File: src/rtl/ppu_pkg.sv
// Purpose: shared PPU definitions: register indices, OAM DMA trigger address,
//          and the OAM DMA state encoding.
package ppu_pkg;

  // PPU register indices as seen on the 3-bit register address bus
  localparam logic [2:0] PPUCTRL   = 3'd0;
  localparam logic [2:0] PPUMASK   = 3'd1;
  localparam logic [2:0] PPUSTATUS = 3'd2;
  localparam logic [2:0] OAMADDR   = 3'd3;
  localparam logic [2:0] OAMDATA   = 3'd4;
  localparam logic [2:0] PPUSCROLL = 3'd5;
  localparam logic [2:0] PPUADDR   = 3'd6;
  localparam logic [2:0] PPUDATA   = 3'd7;

  // CPU address whose write starts a sprite DMA
  localparam logic [15:0] DMA_TRIG_ADDR = 16'h4014;

  localparam int unsigned DMA_IDX_W = 8;

  typedef enum logic [2:0] {
    IDLE  = 3'd0,
    HALT  = 3'd1,
    ALIGN = 3'd2,
    READ  = 3'd3,
    WRITE = 3'd4,
    DONE  = 3'd5
  } dma_state_t;

endpackage

File: src/rtl/ppu_oam_dma_if.sv
// Purpose: bundle of CPU bus, work-RAM read port and PPU register port used by
//          the OAM DMA engine.
//   master : DMA side (drives cpu_rdy/dma_busy, RAM read, PPU register writes)
//   slave  : system side (CPU bus decoder, RAM, PPU register block)
interface ppu_oam_dma_if;
  logic [15:0] cpu_addr;
  logic [7:0]  cpu_data;
  logic        cpu_wr;
  logic        cpu_rdy;
  logic        dma_busy;
  logic [15:0] mem_addr;
  logic        mem_rd;
  logic [7:0]  mem_rdata;
  logic        ppu_cs_n;
  logic        ppu_we;
  logic [2:0]  ppu_reg_addr;
  logic [7:0]  ppu_data;

  modport master (
    input  cpu_addr, cpu_data, cpu_wr, mem_rdata,
    output cpu_rdy, dma_busy, mem_addr, mem_rd,
    output ppu_cs_n, ppu_we, ppu_reg_addr, ppu_data
  );

  modport slave (
    output cpu_addr, cpu_data, cpu_wr, mem_rdata,
    input  cpu_rdy, dma_busy, mem_addr, mem_rd,
    input  ppu_cs_n, ppu_we, ppu_reg_addr, ppu_data
  );
endinterface

File: src/rtl/ppu_oam_dma.sv
// Purpose: sprite (OAM) DMA initiator. A CPU write to the trigger address halts
//          the CPU and copies 256 bytes from CPU page $XX00-$XXFF into OAMDATA
//          through the PPU register port, one READ/WRITE cycle pair per byte.
// Ports:
//   clk   : system clock, rising edge
//   reset : asynchronous, active-high
//   bus   : ppu_oam_dma_if.master (CPU bus in, cpu_rdy/dma_busy out,
//           RAM read port, PPU register write port)
module ppu_oam_dma #(
  parameter logic [15:0] DMA_TRIG_ADDR = ppu_pkg::DMA_TRIG_ADDR,
  parameter logic [2:0]  OAMDATA_REG   = ppu_pkg::OAMDATA,
  parameter int unsigned NUM_BYTES     = 256
) (
  input  logic                 clk,
  input  logic                 reset,
  ppu_oam_dma_if.master        bus
);
  import ppu_pkg::*;

  dma_state_t           r_state;
  dma_state_t           w_next;
  logic [DMA_IDX_W-1:0] r_page;
  logic [DMA_IDX_W-1:0] r_idx;
  logic                 r_parity;
  logic [15:0]          r_mem_addr;
  logic [7:0]           r_ppu_data;
  logic [2:0]           r_reg_addr;
  logic                 w_trig;
  logic                 w_last;

  assign w_trig = bus.cpu_wr && (bus.cpu_addr == DMA_TRIG_ADDR);
  assign w_last = (r_idx == DMA_IDX_W'(NUM_BYTES - 1));

  // Next-state logic
  always_comb begin
    w_next = r_state;
    case (r_state)
      IDLE:    if (w_trig) w_next = HALT;
      // Odd get/put phase needs one extra cycle to align the first read
      HALT:    w_next = r_parity ? ALIGN : READ;
      ALIGN:   w_next = READ;
      READ:    w_next = WRITE;
      WRITE:   w_next = w_last ? DONE : READ;
      DONE:    w_next = IDLE;
      default: w_next = IDLE;
    endcase
  end

  // State, counters and held output values
  always_ff @(posedge clk or posedge reset) begin
    if (reset) begin
      r_state    <= IDLE;
      r_page     <= '0;
      r_idx      <= '0;
      r_parity   <= 1'b0;
      r_mem_addr <= '0;
      r_ppu_data <= '0;
      r_reg_addr <= '0;
    end else begin
      r_state  <= w_next;
      r_parity <= ~r_parity;
      if ((r_state == IDLE) && w_trig) begin
        r_page <= bus.cpu_data;
        r_idx  <= '0;
      end
      if (r_state == READ) begin
        r_mem_addr <= {r_page, r_idx};
      end
      if (r_state == WRITE) begin
        r_ppu_data <= bus.mem_rdata;
        r_reg_addr <= OAMDATA_REG;
        // idx stays within the page; it never carries into the page byte
        if (!w_last) r_idx <= r_idx + DMA_IDX_W'(1);
      end
    end
  end

  // Outputs decode the registered state, so async reset drops them at once
  assign bus.cpu_rdy      = (r_state == IDLE);
  assign bus.dma_busy     = (r_state != IDLE);
  assign bus.mem_rd       = (r_state == READ);
  assign bus.mem_addr     = (r_state == READ) ? {r_page, r_idx} : r_mem_addr;
  assign bus.ppu_cs_n     = (r_state != WRITE);
  assign bus.ppu_we       = (r_state == WRITE);
  assign bus.ppu_reg_addr = (r_state == WRITE) ? OAMDATA_REG : r_reg_addr;
  // RAM output is passed straight through during the write cycle
  assign bus.ppu_data     = (r_state == WRITE) ? bus.mem_rdata : r_ppu_data;

endmodule

File: src/flat_wrapper.sv
// flat-port wrapper written by rule: the top's interface ports become plain ports
module ppu_oam_dma_flat import ppu_pkg::*;
#(
  parameter logic [15:0] DMA_TRIG_ADDR = ppu_pkg::DMA_TRIG_ADDR,
  parameter logic [2:0]  OAMDATA_REG   = ppu_pkg::OAMDATA,
  parameter int unsigned NUM_BYTES     = 256
)
  (clk, reset, bus_cpu_addr, bus_cpu_data, bus_cpu_wr, bus_mem_rdata, bus_cpu_rdy, bus_dma_busy, bus_mem_addr, bus_mem_rd, bus_ppu_cs_n, bus_ppu_we, bus_ppu_reg_addr, bus_ppu_data);
  ppu_oam_dma_if bus_i ();
  input  logic clk;
  input  logic reset;
  input wire logic [$bits(bus_i.cpu_addr)-1:0] bus_cpu_addr;
  input wire logic [$bits(bus_i.cpu_data)-1:0] bus_cpu_data;
  input wire logic [$bits(bus_i.cpu_wr)-1:0] bus_cpu_wr;
  input wire logic [$bits(bus_i.mem_rdata)-1:0] bus_mem_rdata;
  output wire logic [$bits(bus_i.cpu_rdy)-1:0] bus_cpu_rdy;
  output wire logic [$bits(bus_i.dma_busy)-1:0] bus_dma_busy;
  output wire logic [$bits(bus_i.mem_addr)-1:0] bus_mem_addr;
  output wire logic [$bits(bus_i.mem_rd)-1:0] bus_mem_rd;
  output wire logic [$bits(bus_i.ppu_cs_n)-1:0] bus_ppu_cs_n;
  output wire logic [$bits(bus_i.ppu_we)-1:0] bus_ppu_we;
  output wire logic [$bits(bus_i.ppu_reg_addr)-1:0] bus_ppu_reg_addr;
  output wire logic [$bits(bus_i.ppu_data)-1:0] bus_ppu_data;
  assign bus_i.cpu_addr = bus_cpu_addr;
  assign bus_i.cpu_data = bus_cpu_data;
  assign bus_i.cpu_wr = bus_cpu_wr;
  assign bus_i.mem_rdata = bus_mem_rdata;
  assign bus_cpu_rdy = bus_i.cpu_rdy;
  assign bus_dma_busy = bus_i.dma_busy;
  assign bus_mem_addr = bus_i.mem_addr;
  assign bus_mem_rd = bus_i.mem_rd;
  assign bus_ppu_cs_n = bus_i.ppu_cs_n;
  assign bus_ppu_we = bus_i.ppu_we;
  assign bus_ppu_reg_addr = bus_i.ppu_reg_addr;
  assign bus_ppu_data = bus_i.ppu_data;
  ppu_oam_dma #(.DMA_TRIG_ADDR(DMA_TRIG_ADDR), .OAMDATA_REG(OAMDATA_REG), .NUM_BYTES(NUM_BYTES)) u_core (.clk(clk), .reset(reset), .bus(bus_i));
endmodule
File: config.mk
export PLATFORM = sky130hd
export DESIGN_NAME = ppu_oam_dma_flat
export DESIGN_NICKNAME = d
export VERILOG_FILES = /design/src/rtl/ppu_pkg.sv /design/src/rtl/ppu_oam_dma_if.sv /design/src/rtl/ppu_oam_dma.sv /design/src/flat_wrapper.sv
export SDC_FILE = /design/constraint.sdc
export NUM_CORES = 1
export LEC_CHECK = 0
export ABC_AREA = 1
export CORE_ASPECT_RATIO = 0.75
export CORE_MARGIN = 4
export CORE_UTILIZATION = 26
export CTS_CLUSTER_SIZE = 40
export DETAILED_ROUTE_END_ITERATION = 6
export DONT_BUFFER_PORTS = 1
export GPL_ROUTABILITY_DRIVEN = 0
export GPL_TIMING_DRIVEN = 0
export PLACE_DENSITY_LB_ADDON = 0.08
export SLEW_MARGIN = 30
export SYNTH_ARGS = -nofsm -noshare
export SYNTH_HDL_FRONTEND = slang
export SYNTH_SLANG_ARGS = --single-unit
File: constraint.sdc
create_clock -name clk -period 1.75 [get_ports clk]
set_clock_uncertainty 0.15 [all_clocks]
set_input_delay 0.35 -clock clk [delete_from_list [all_inputs] [get_ports clk]]
set_output_delay 0.35 -clock clk [all_outputs]
set_load 0.05 [all_outputs]
==> qor.log, run 1 <==
qor: synthesis.ys_warn_count 0
qor: global_route.initial_antenna_violation_count 0
qor: worst_setup_path.timing.critical_path.fanout_max 5
qor: detailed_routing.drt_iter0_markers 46
qor: synthesis.synth.yosys.seq_area_share 0.567
qor: detailed_routing.detailroute.wirelength.met2 2.44 mm
qor: placement.dpl.cell_count 337
qor: min_path.worst_hold_path.endpoint u_core.r_page[0]$_DFFE_PP0P_
qor: timing.postLayoutSetupSlackWorst -0.621 ns
qor: floorplan.std_cell_rows 27
qor: layout.final_cell_area 0.00332 sq mm
qor: worst_setup_path.critical_path_class flop to output pin
qor: placement.place_area 0.00271 sq mm
qor: synthesis.synthXorXnorAreaFrac 0.00844
qor: detailed_routing.drc 0
qor: floorplan.start_util 0.276
qor: cts.clock_sinks 47
qor: global_route.maximum_number_of_pins_on_one_net_before_global_route_repair 36
qor: detailed_routing.average_via_count_per_standard_cell 4.35
qor: timing.setup-violations-final 58
qor: detailed_routing.antenna_left 0
qor: detailed_routing.routed-via-count 1589
qor: global_route.vias_in_the_first_global_route 1692
qor: worst_setup_path.r2r_cells 8
qor: worst_setup_path.cp-start-kind flop
qor: min_path.min-delay-start bus_cpu_data[0]
qor: worst_setup_path.ff2ff_setup_slack -0.30 ns
qor: timing.actual_transition_at_the_worst_max_transition_pin 0.517 ns
qor: layout.n_antenna_cell 0
qor: min_path.worst_hold_path_class input pin to flop
qor: placement.place.port_buffers 0
qor: worst_setup_path.startpoint u_core.r_state[0]$_DFFE_PP0P_
qor: timing.final.period_utilization 1.35
qor: min_path.min_delay_path_depth 2
qor: cts.cts_buffers 5
qor: power_and_ir_drop.worst_ir_drop_vdd 301 uV
qor: cts.tritoncts yes
qor: layout.finish.net_count 299
qor: placement.detailedPlacementHpwl 3.52 mm
qor: detailed_routing.routedWlPerCell 14.2 um
qor: synthesis.synth_top_area_frac 0.567
qor: synthesis.syn-mean-instance-area 8.83 sq um
qor: synthesis.synth_compound_gate_area_share 0.0759
qor: timing.hold_viol_final 0
qor: worst_setup_path.timing.critical_path.required 1.25 ns
qor: layout.area_delta_synth_final 60.0%
qor: synthesis.synthMuxAreaShare 0
qor: layout.layoutNonFillerInstCount 365
qor: layout.finish.utilization 0.441
qor: timing.period_minus_slack 2.37 ns
qor: global_route.groute.usage.overall 0.120
qor: worst_setup_path.reg2reg_from u_core.r_state[0]$_DFFE_PP0P_
qor: synthesis.synthesized_nets 271
qor: synthesis.post_synth_and_or_nand_nor_area_fraction 0.281
qor: synthesis.synth_cells 235
qor: synthesis.synth.ff_latch_count 47
qor: detailed_routing.highest-signal-layer met4
qor: run.drv_cap 0
qor: floorplan.core_area 0.00753 sq mm
qor: status.failed_checks negative setup slack
qor: synthesis.netlist_area 0.00208 sq mm
qor: timing.rsz_0062_raised_after_global_routing yes
qor: floorplan.die_x 111 um
qor: layout.layout_common_cells dfrtp_1 (46), nand2_1 (44), nand2_8 (23)
qor: synthesis.post_synth_fa_ha_maj_area_fraction 0.00603
qor: power_and_ir_drop.fin_total_pwr 0.00195 W
qor: worst_setup_path.endpoint_kind output pin
qor: timing.timing.fmax 0.422 GHz
qor: status.run_status finished, violations left
qor: detailed_routing.detailroute.wirelength.met3 313 um
qor: detailed_routing.routed_wl 5.20 mm
qor: timing.holdWs 0.0250 ns
qor: cts.cts-htree-levels 2
qor: floorplan.design.portCount 67
qor: worst_setup_path.worst_path_max_delay_cell dfrtp_1
qor: power_and_ir_drop.power_leakage 1.37 nW
qor: worst_setup_path.path_cells buf_4, or2_4, nor2_4, inv_1
qor: detailed_routing.met1Wirelength 2.38 mm
qor: power_and_ir_drop.power_density 586 mW/mm^2
qor: synthesis.synthTopCellsByArea dfrtp_1 (57%), nand2_1 (14%), inv_1 (4.5%)
qor: global_route.grt.overflow.total 0
qor: layout.layout.cells.most_common dfrtp_1
qor: cts.root_buffer clkbuf_8
qor: worst_setup_path.worst-endpoint-arrival 1.87 ns
qor: worst_setup_path.timing.critical_path.slowest_cell_delay 0.40 ns
qor: worst_setup_path.rr_endpoint u_core.r_idx[4]$_DFF_PP0_
qor: layout.post_route_cells_drive_above_1_share 0.424
qor: timing.timing.final.max_slew_violations 0
qor: timing.worst_relative_slew_slack 0.654
qor: synthesis.synthDominantAreaCellType dfrtp_1
qor: floorplan.floorplan.die_area 0.00949 sq mm
qor: detailed_routing.drt-pass1-iter-count 4
qor: cts.worstSkewPairLatency 0.30 ns
qor: synthesis.ys_types 27
qor: synthesis.synth_top_family_by_area simple AND/OR/NAND/NOR gates
qor: floorplan.die_height 85.4 um
qor: cts.worst_setup_hold_path_clk_slew 0.09 ns
qor: global_route.grt_first_pass_wirelength 9.09 mm
qor: cts.clock_path_buffers 2
cells in the mapped netlist, drive strengths merged:
cell type  instances
nand3             15
buf                4
nor3               2
nand4              4
a21oi              8
xor2               1
nor2              24
inv               26
ha                 1
xnor2              1
or2                3
nand2             78
o21ai             19
dfrtp             47
clkbuf             1
and2               1
per-stage QoR:
stage | setup slack, ns | TNS [ns]
floorplan | -0.222 | -3.08
global placement | -0.618 | -42.34
detailed placement | -0.427 | -13.83
CTS | -0.667 | -21.24
global route | -0.726 | -25.21
finish | -0.621 | -19.41
sequential cells by signal (all words and copies together), names as in the netlist:
register	count
u_core.r_page	8
u_core.r_state	3
u_core.r_reg_addr	3
u_core.r_mem_addr	16
u_core.r_ppu_data	8
u_core.r_parity	1
u_core.r_idx	8
routing by layer:
metal,vias up,track usage
met2,47,0.193
met1,737,0.161
met5,-,0
met3,4,0.0292
met4,0,0.0398
li1,801,-
worst max path at each step:
stage                                         endpoint  slack [ns]  depth (start not counted)
after floorplan                       bus_mem_addr[10]       -0.22                          5
after global placement    u_core.r_page[7]$_DFFE_PP0P_       -0.62                          1
after detailed placement              bus_mem_addr[10]       -0.43                          5
after CTS                              bus_mem_addr[5]       -0.67                          4
after global routing                   bus_mem_addr[5]       -0.73                          5
final                                     bus_dma_busy       -0.62                          4
cell type report:
class / instances / area, sq um
Tap cell: 101 / 126
Multi-Input combinational cell: 157 / 1430
Timing Repair Buffer: 21 / 283
Fill cell: 723 / 4210
Inverter: 26 / 108
Clock inverter: 2 / 16.3
Buffer: 5 / 98.8
Clock buffer: 6 / 82.6
Sequential cell: 47 / 1180
critical path, delay by kind of cell (launching register included):
kind | cells | cell delay, ns
buffers and inverters | 2 | 0.50
DFF | 1 | 0.40
and+or+nand+nor | 2 | 0.68
what timing repair did:
| item | CTS | global route |
|---|---|---|
| resized for setup | 60 | 7 |
| endpoints found under the hold margin | 47 | 0 |
| pin swaps | 28 | 16 |
| setup buffers | 15 | 1 |
| setup endpoints to repair | 72 | 74 |
| hold buffers | 1 | 0 |
| gates cloned | 4 | 0 |
power breakdown:
part           internal, W  switching [W]  leakage, nW  total (W)
Combinational    0.0000447      0.0000843        0.823   0.000129
Sequential         0.00109      0.0000142        0.498    0.00111
Clock             0.000323       0.000386       0.0474   0.000709
cell families (layout without fill, tap and decap cells):
group           after synthesis  count (layout)
simple gates                127             127
compound gates               27              27
xor+xnor                      2               2
flops                        47              47
buf+inv                      31              60
fa+ha+maj                     1               1
No activity file was read; power rests on OpenSTA's default activity.
==> run 2, diff against run 1 <==
Settings changed: CORE_MARGIN 4 to 2, CTS_CLUSTER_DIAMETER set to 50.
Clock period 1.75 ns to 2.2 ns, I/O delays scaled along.
==> qor.log, run 2 (synthesis results as in run 1) <==
qor: status.run_status finished, violations left
qor: status.failed_checks negative setup slack
qor: worst_setup_path.timing.critical_path.fanout_max 5
qor: floorplan.die_x 107 um
qor: cts.root_buffer clkbuf_8
qor: layout.filler_cell_count 787
qor: layout.n_antenna_cell 0
qor: timing.timing.fmax 0.402 GHz
qor: layout.finish.net_count 299
qor: timing.holdWs 0.129 ns
qor: detailed_routing.antenna_left 0
qor: run.drv_cap 0
qor: power_and_ir_drop.worst_ir_drop_vdd 196 uV
qor: layout.area_delta_synth_final 51.2%
qor: layout.post_route_cells_drive_above_1_share 0.375
qor: cts.tritoncts yes
qor: timing.setup-violations-final 26
qor: timing.hold_viol_final 0
qor: global_route.initial_antenna_violation_count 0
qor: cts.worstSkewPairLatency 0.29 ns
qor: worst_setup_path.endpoint_kind output pin
qor: cts.worst_setup_hold_path_clk_slew 0.09 ns
qor: worst_setup_path.cp-start-kind flop
qor: detailed_routing.drt-pass1-iter-count 4
qor: placement.post-place-ws -0.326 ns
qor: layout.largest_reg_flops 16
qor: timing.actual_transition_at_the_worst_max_transition_pin 0.530 ns
qor: cts.clock_sinks 47
qor: min_path.worst_hold_path_class input pin to flop
qor: layout.multiInputGateArea 0.00129 sq mm
qor: worst_setup_path.critical_path_class flop to output pin
qor: floorplan.core_area 0.00781 sq mm
qor: detailed_routing.drt_iter0_markers 30
qor: detailed_routing.drc 0
qor: worst_setup_path.timing.critical_path.required 1.61 ns
qor: floorplan.design.portCount 67
qor: power_and_ir_drop.power_density 474 mW/mm^2
qor: cts.cts_buffers 5
qor: placement.detailedPlacementHpwl 3.32 mm
qor: floorplan.std_cell_rows 28
qor: timing.rsz_0062_raised_after_global_routing yes
qor: cts.clock_path_buffers 2
qor: global_route.groute.usage.overall 0.130
qor: detailed_routing.routed-via-count 1609
qor: layout.largest_register u_core.r_mem_addr
qor: placement.place_area 0.00234 sq mm
qor: floorplan.floorplan.die_area 0.00872 sq mm
qor: power_and_ir_drop.power_leakage 1.33 nW
qor: timing.postLayoutSetupSlackWorst -0.288 ns
qor: global_route.grt_first_pass_wirelength 8.65 mm
qor: global_route.grt.overflow.total 0
qor: detailed_routing.average_via_count_per_standard_cell 4.36
qor: floorplan.die_height 81.4 um
qor: timing.period_minus_slack 2.49 ns
qor: layout.sequential_cell_area 0.00118 sq mm
qor: timing.final.period_utilization 1.13
qor: layout.layout_common_cells nand2_1 (46), dfrtp_1 (46), inv_1 (23)
qor: placement.place.port_buffers 0
qor: timing.worst_relative_slew_slack 0.646
qor: timing.timing.setup.tns -4.76 ns
qor: cts.cts-htree-levels 2
qor: worst_setup_path.worst-endpoint-arrival 1.90 ns
qor: layout.final_cell_area 0.00314 sq mm
qor: floorplan.start_util 0.266
qor: detailed_routing.routed_wl 5.15 mm
qor: timing.timing.final.max_slew_violations 0
qor: global_route.maximum_number_of_pins_on_one_net_before_global_route_repair 48
qor: global_route.vias_in_the_first_global_route 1686
qor: detailed_routing.routedWlPerCell 14.0 um
run 2: repair_timing:
item                                    in CTS  in global routing
buffers inserted                            14                  3
cloned                                       2                  0
hold endpoints to repair                    47                  0
pin swaps                                   17                  4
hold buffers                                 1                  0
resized for setup                          105                  5
endpoints found under the setup margin      38                 28
run 2: final cells by class:
cell class	count	share of cell area
Clock inverter	1	0.00159
Inverter	26	0.0343
Buffer	5	0.0291
Tap cell	105	0.0419
Multi-Input combinational cell	157	0.411
Timing Repair Buffer	21	0.0829
Sequential cell	47	0.375
Clock buffer	7	0.0243
run 2: final timing paths:
check | start | endpoint | slack [ns] | cells after the start
setup reg to reg | u_core.r_state[1]$_DFFE_PP0P_ | u_core.r_idx[4]$_DFF_PP0_ | 0.05 | 8
max in group asynchronous | reset | u_core.r_state[2]$_DFFE_PP0P_ | 1.15 | 3
hold reg to reg | u_core.r_parity$_DFF_PP0_ | u_core.r_parity$_DFF_PP0_ | 0.26 | 1
setup / recovery | u_core.r_state[1]$_DFFE_PP0P_ | bus_dma_busy | -0.29 | 5
hold / removal | bus_cpu_data[7] | u_core.r_page[7]$_DFFE_PP0P_ | 0.13 | 2
min in group asynchronous | reset | u_core.r_mem_addr[9]$_DFF_PP0_ | 0.51 | 3
run 2: stage by stage:
step	util	cells	power (W)
final	0.402	369	0.00149
after global routing	0.402	369	0.00157
after CTS	0.396	366	0.00152
after detailed placement	0.299	341	0.000963
after global placement	0.296	340	0.000956
after floorplan	-	235	0.000946
run 2: critical path, cell delays in order, from the launching register on:
cell     delay [ns]
dfrtp_1        0.41
buf_6          0.13
or2_4          0.24
buf_6          0.13
nor2_4         0.36
inv_1          0.34
run 2: report_power, final:
group	internal, W	leakage [nW]	switching [W]
logic	0.0000356	0.790	0.0000674
registers	0.000870	0.498	0.00000997
clock network	0.000224	0.0422	0.000281
run 2: per-layer routing:
metal	vias up	track usage	wire, um
li1	797	-	-
met1	774	0.169	2330
met2	34	0.207	2460
met3	4	0.0417	308
met4	0	0.0403	53
met5	-	0	0
==> run 3, diff against run 2 <==
--- a/config.mk
+++ b/config.mk
@@ -18,2 +18,3 @@
 export PLACE_DENSITY_LB_ADDON = 0.08
+export REMOVE_ABC_BUFFERS = 1
 export SLEW_MARGIN = 30
==> constraint.sdc (replaced) <==
create_clock -name clk -period 2.2 [get_ports clk]
set_clock_uncertainty 0.15 [all_clocks]
set_input_delay 0.33 -clock clk [delete_from_list [all_inputs] [get_ports clk]]
set_output_delay 0.33 -clock clk [all_outputs]
set_load 0.05 [all_outputs]
==> qor.log, run 3 (synthesis results as in run 1) <==
qor: placement.detailedPlacementHpwl 2.90 mm
qor: timing.setup-violations-final 34
qor: detailed_routing.drc 0
qor: worst_setup_path.worst_path_max_delay_cell clkinvlp_4
qor: global_route.grt_first_pass_wirelength 8.44 mm
qor: global_route.initial_antenna_violation_count 0
qor: detailed_routing.drt_iter0_markers 47
qor: timing.hold_viol_final 0
qor: layout.n_antenna_cell 0
qor: status.run_status finished, violations left
qor: timing.postLayoutSetupSlackWorst -0.580 ns
qor: floorplan.floorplan.die_area 0.00872 sq mm
qor: detailed_routing.routed_wl 5.21 mm
qor: floorplan.start_util 0.266
qor: detailed_routing.drt-pass1-iter-count 4
qor: cts.cts-htree-levels 2
qor: power_and_ir_drop.worst_ir_drop_vdd 240 uV
qor: layout.post_route_cells_drive_above_1_share 0.385
qor: floorplan.die_height 81.4 um
qor: floorplan.core_area 0.00781 sq mm
qor: cts.worstSkewPairLatency 0.31 ns
qor: status.failed_checks negative setup slack
qor: layout.area_delta_synth_final 42.8%
qor: worst_setup_path.timing.critical_path.required 1.72 ns
qor: layout.largest_reg_flops 16
qor: layout.layout.cells.most_common nand2_1
qor: layout.layoutNonFillerInstCount 388
qor: worst_setup_path.timing.critical_path.slowest_cell_delay 0.56 ns
qor: run.drv_cap 0
qor: layout.finish.utilization 0.379
qor: global_route.vias_in_the_first_global_route 1702
qor: min_path.worst_hold_path_class input pin to flop
qor: global_route.grt.overflow.total 0
qor: power_and_ir_drop.fin_total_pwr 0.00161 W
qor: power_and_ir_drop.power_density 543 mW/mm^2
qor: worst_setup_path.critical_path_class flop to output pin
qor: timing.actual_transition_at_the_worst_max_transition_pin 0.725 ns
qor: timing.period_minus_slack 2.78 ns
qor: cts.clock_sinks 47
qor: cts.tritoncts yes
qor: placement.post-place-ws -0.834 ns
qor: cts.root_buffer clkbuf_8
qor: cts.cts_buffers 5
qor: timing.rsz_0062_raised_after_global_routing yes
qor: cts.clock_path_buffers 2
qor: global_route.groute.usage.overall 0.128
qor: worst_setup_path.cp-start-kind flop
qor: cts.worst_setup_hold_path_clk_slew 0.10 ns
qor: placement.dpl.cell_count 347
qor: layout.largest_register u_core.r_mem_addr
qor: detailed_routing.antenna_left 0
qor: timing.final.period_utilization 1.26
qor: detailed_routing.routed-via-count 1656
qor: detailed_routing.routedWlPerCell 13.4 um
qor: worst_setup_path.cp.buffers_inverters 1
qor: timing.timing.fmax 0.360 GHz
qor: layout.finish.net_count 318
qor: worst_setup_path.worst-endpoint-arrival 2.30 ns
qor: timing.worst_relative_slew_slack 0.516
qor: power_and_ir_drop.power_leakage 1.34 nW
qor: detailed_routing.average_via_count_per_standard_cell 4.27
qor: timing.timing.final.max_slew_violations 0
qor: placement.place.port_buffers 0
qor: worst_setup_path.path_delay_family simple AND/OR/NAND/NOR gates
qor: floorplan.die_x 107 um
qor: worst_setup_path.path_cells or2_4, nor2_4, clkinvlp_4, nand2_2, nand2_4
qor: floorplan.design.portCount 67
qor: floorplan.std_cell_rows 28
qor: worst_setup_path.timing.critical_path.fanout_max 7
qor: worst_setup_path.endpoint_kind output pin
qor: global_route.maximum_number_of_pins_on_one_net_before_global_route_repair 48
qor: layout.layout_common_cells nand2_1 (50), dfrtp_1 (46), inv_1 (22)
run 3: cell types whose count changed in the layout (fill, tap and decap cells not counted), moves of 4 or more:
| cell | before | now |
|---|---|---|
| nand2_8 | 18 | 4 |
| buf_1 | 0 | 7 |
| buf_4 | 10 | 17 |
| nand2_2 | 6 | 12 |
| o21ai_2 | 0 | 5 |
| o21ai_4 | 11 | 6 |
| buf_6 | 7 | 11 |
| nand2_1 | 46 | 50 |
| nand2_4 | 8 | 12 |
| nor2_2 | 1 | 5 |
run 3: final timing paths:
path                                                        to                     startpoint  slack [ns]  cells past startpoint
min in group asynchronous       u_core.r_ppu_data[2]$_DFF_PP0_                          reset        0.43                      2
worst max register to register  u_core.r_ppu_data[0]$_DFF_PP0_  u_core.r_state[0]$_DFFE_PP0P_       -0.12                      5
max in group asynchronous        u_core.r_state[2]$_DFFE_PP0P_                          reset        1.04                      2
worst min register to register       u_core.r_parity$_DFF_PP0_      u_core.r_parity$_DFF_PP0_        0.27                      1
worst min-delay path              u_core.r_page[7]$_DFFE_PP0P_                bus_cpu_data[7]        0.01                      2
worst max-delay path                           bus_ppu_data[2]  u_core.r_state[0]$_DFFE_PP0P_       -0.58                      5
run 3: worst register-to-register path, cell delays in order (launching register included):
cell        delay (ns)
dfrtp_1           0.38
or2_4             0.27
nor2_4            0.42
clkinvlp_2        0.42
nand2_1           0.13
nand2_1           0.31
run 3: power by group:
group / total (W) / internal, W / switching, W
clock network: 0.000661 / 0.000345 / 0.000316
logic: 0.0000734 / 0.0000139 / 0.0000596
registers: 0.000874 / 0.000871 / 0.00000295
total: 0.00161 / 0.00123 / 0.000379
run 3: timing repair:
action	4_1_cts	5_1_grt
endpoints found under the setup margin	54	44
hold buffers	2	0
endpoints found under the hold margin	48	0
setup buffers	14	11
pin swaps	14	15
gates resized for setup	61	24
gates cloned	5	2
run 3: layout make-up:
class,instances,area (sq um)
Inverter,26,115
Fill cell,810,4850
Sequential cell,47,1180
Tap cell,105,131
Multi-Input combinational cell,160,1080
Timing Repair inverter,4,23.8
Timing Repair Buffer,38,318
Clock buffer,5,68.8
Clock inverter,3,47.5
run 3: through the flow:
stage / hold WS, ns / TNS (ns) / instance area, sq um
after floorplan: 0.239 / -19.52 / 2050
after global placement: 0.255 / -40.97 / 2180
after detailed placement: 0.179 / -23.74 / 2250
after CTS: 0.00843 / -12.06 / 2760
after global routing: 0.0127 / -12.72 / 2960
final: 0.0143 / -9.53 / 2960
run 3: metal layers:
| metal | part of all wire | vias up | global-route usage |
|---|---|---|---|
| met1 | 0.45 | 758 | 0.159 |
| li1 | - | 840 | - |
| met4 | 0.0073 | 0 | 0.0364 |
| met5 | 0 | - | 0 |
| met3 | 0.079 | 5 | 0.0441 |
| met2 | 0.46 | 53 | 0.213 |
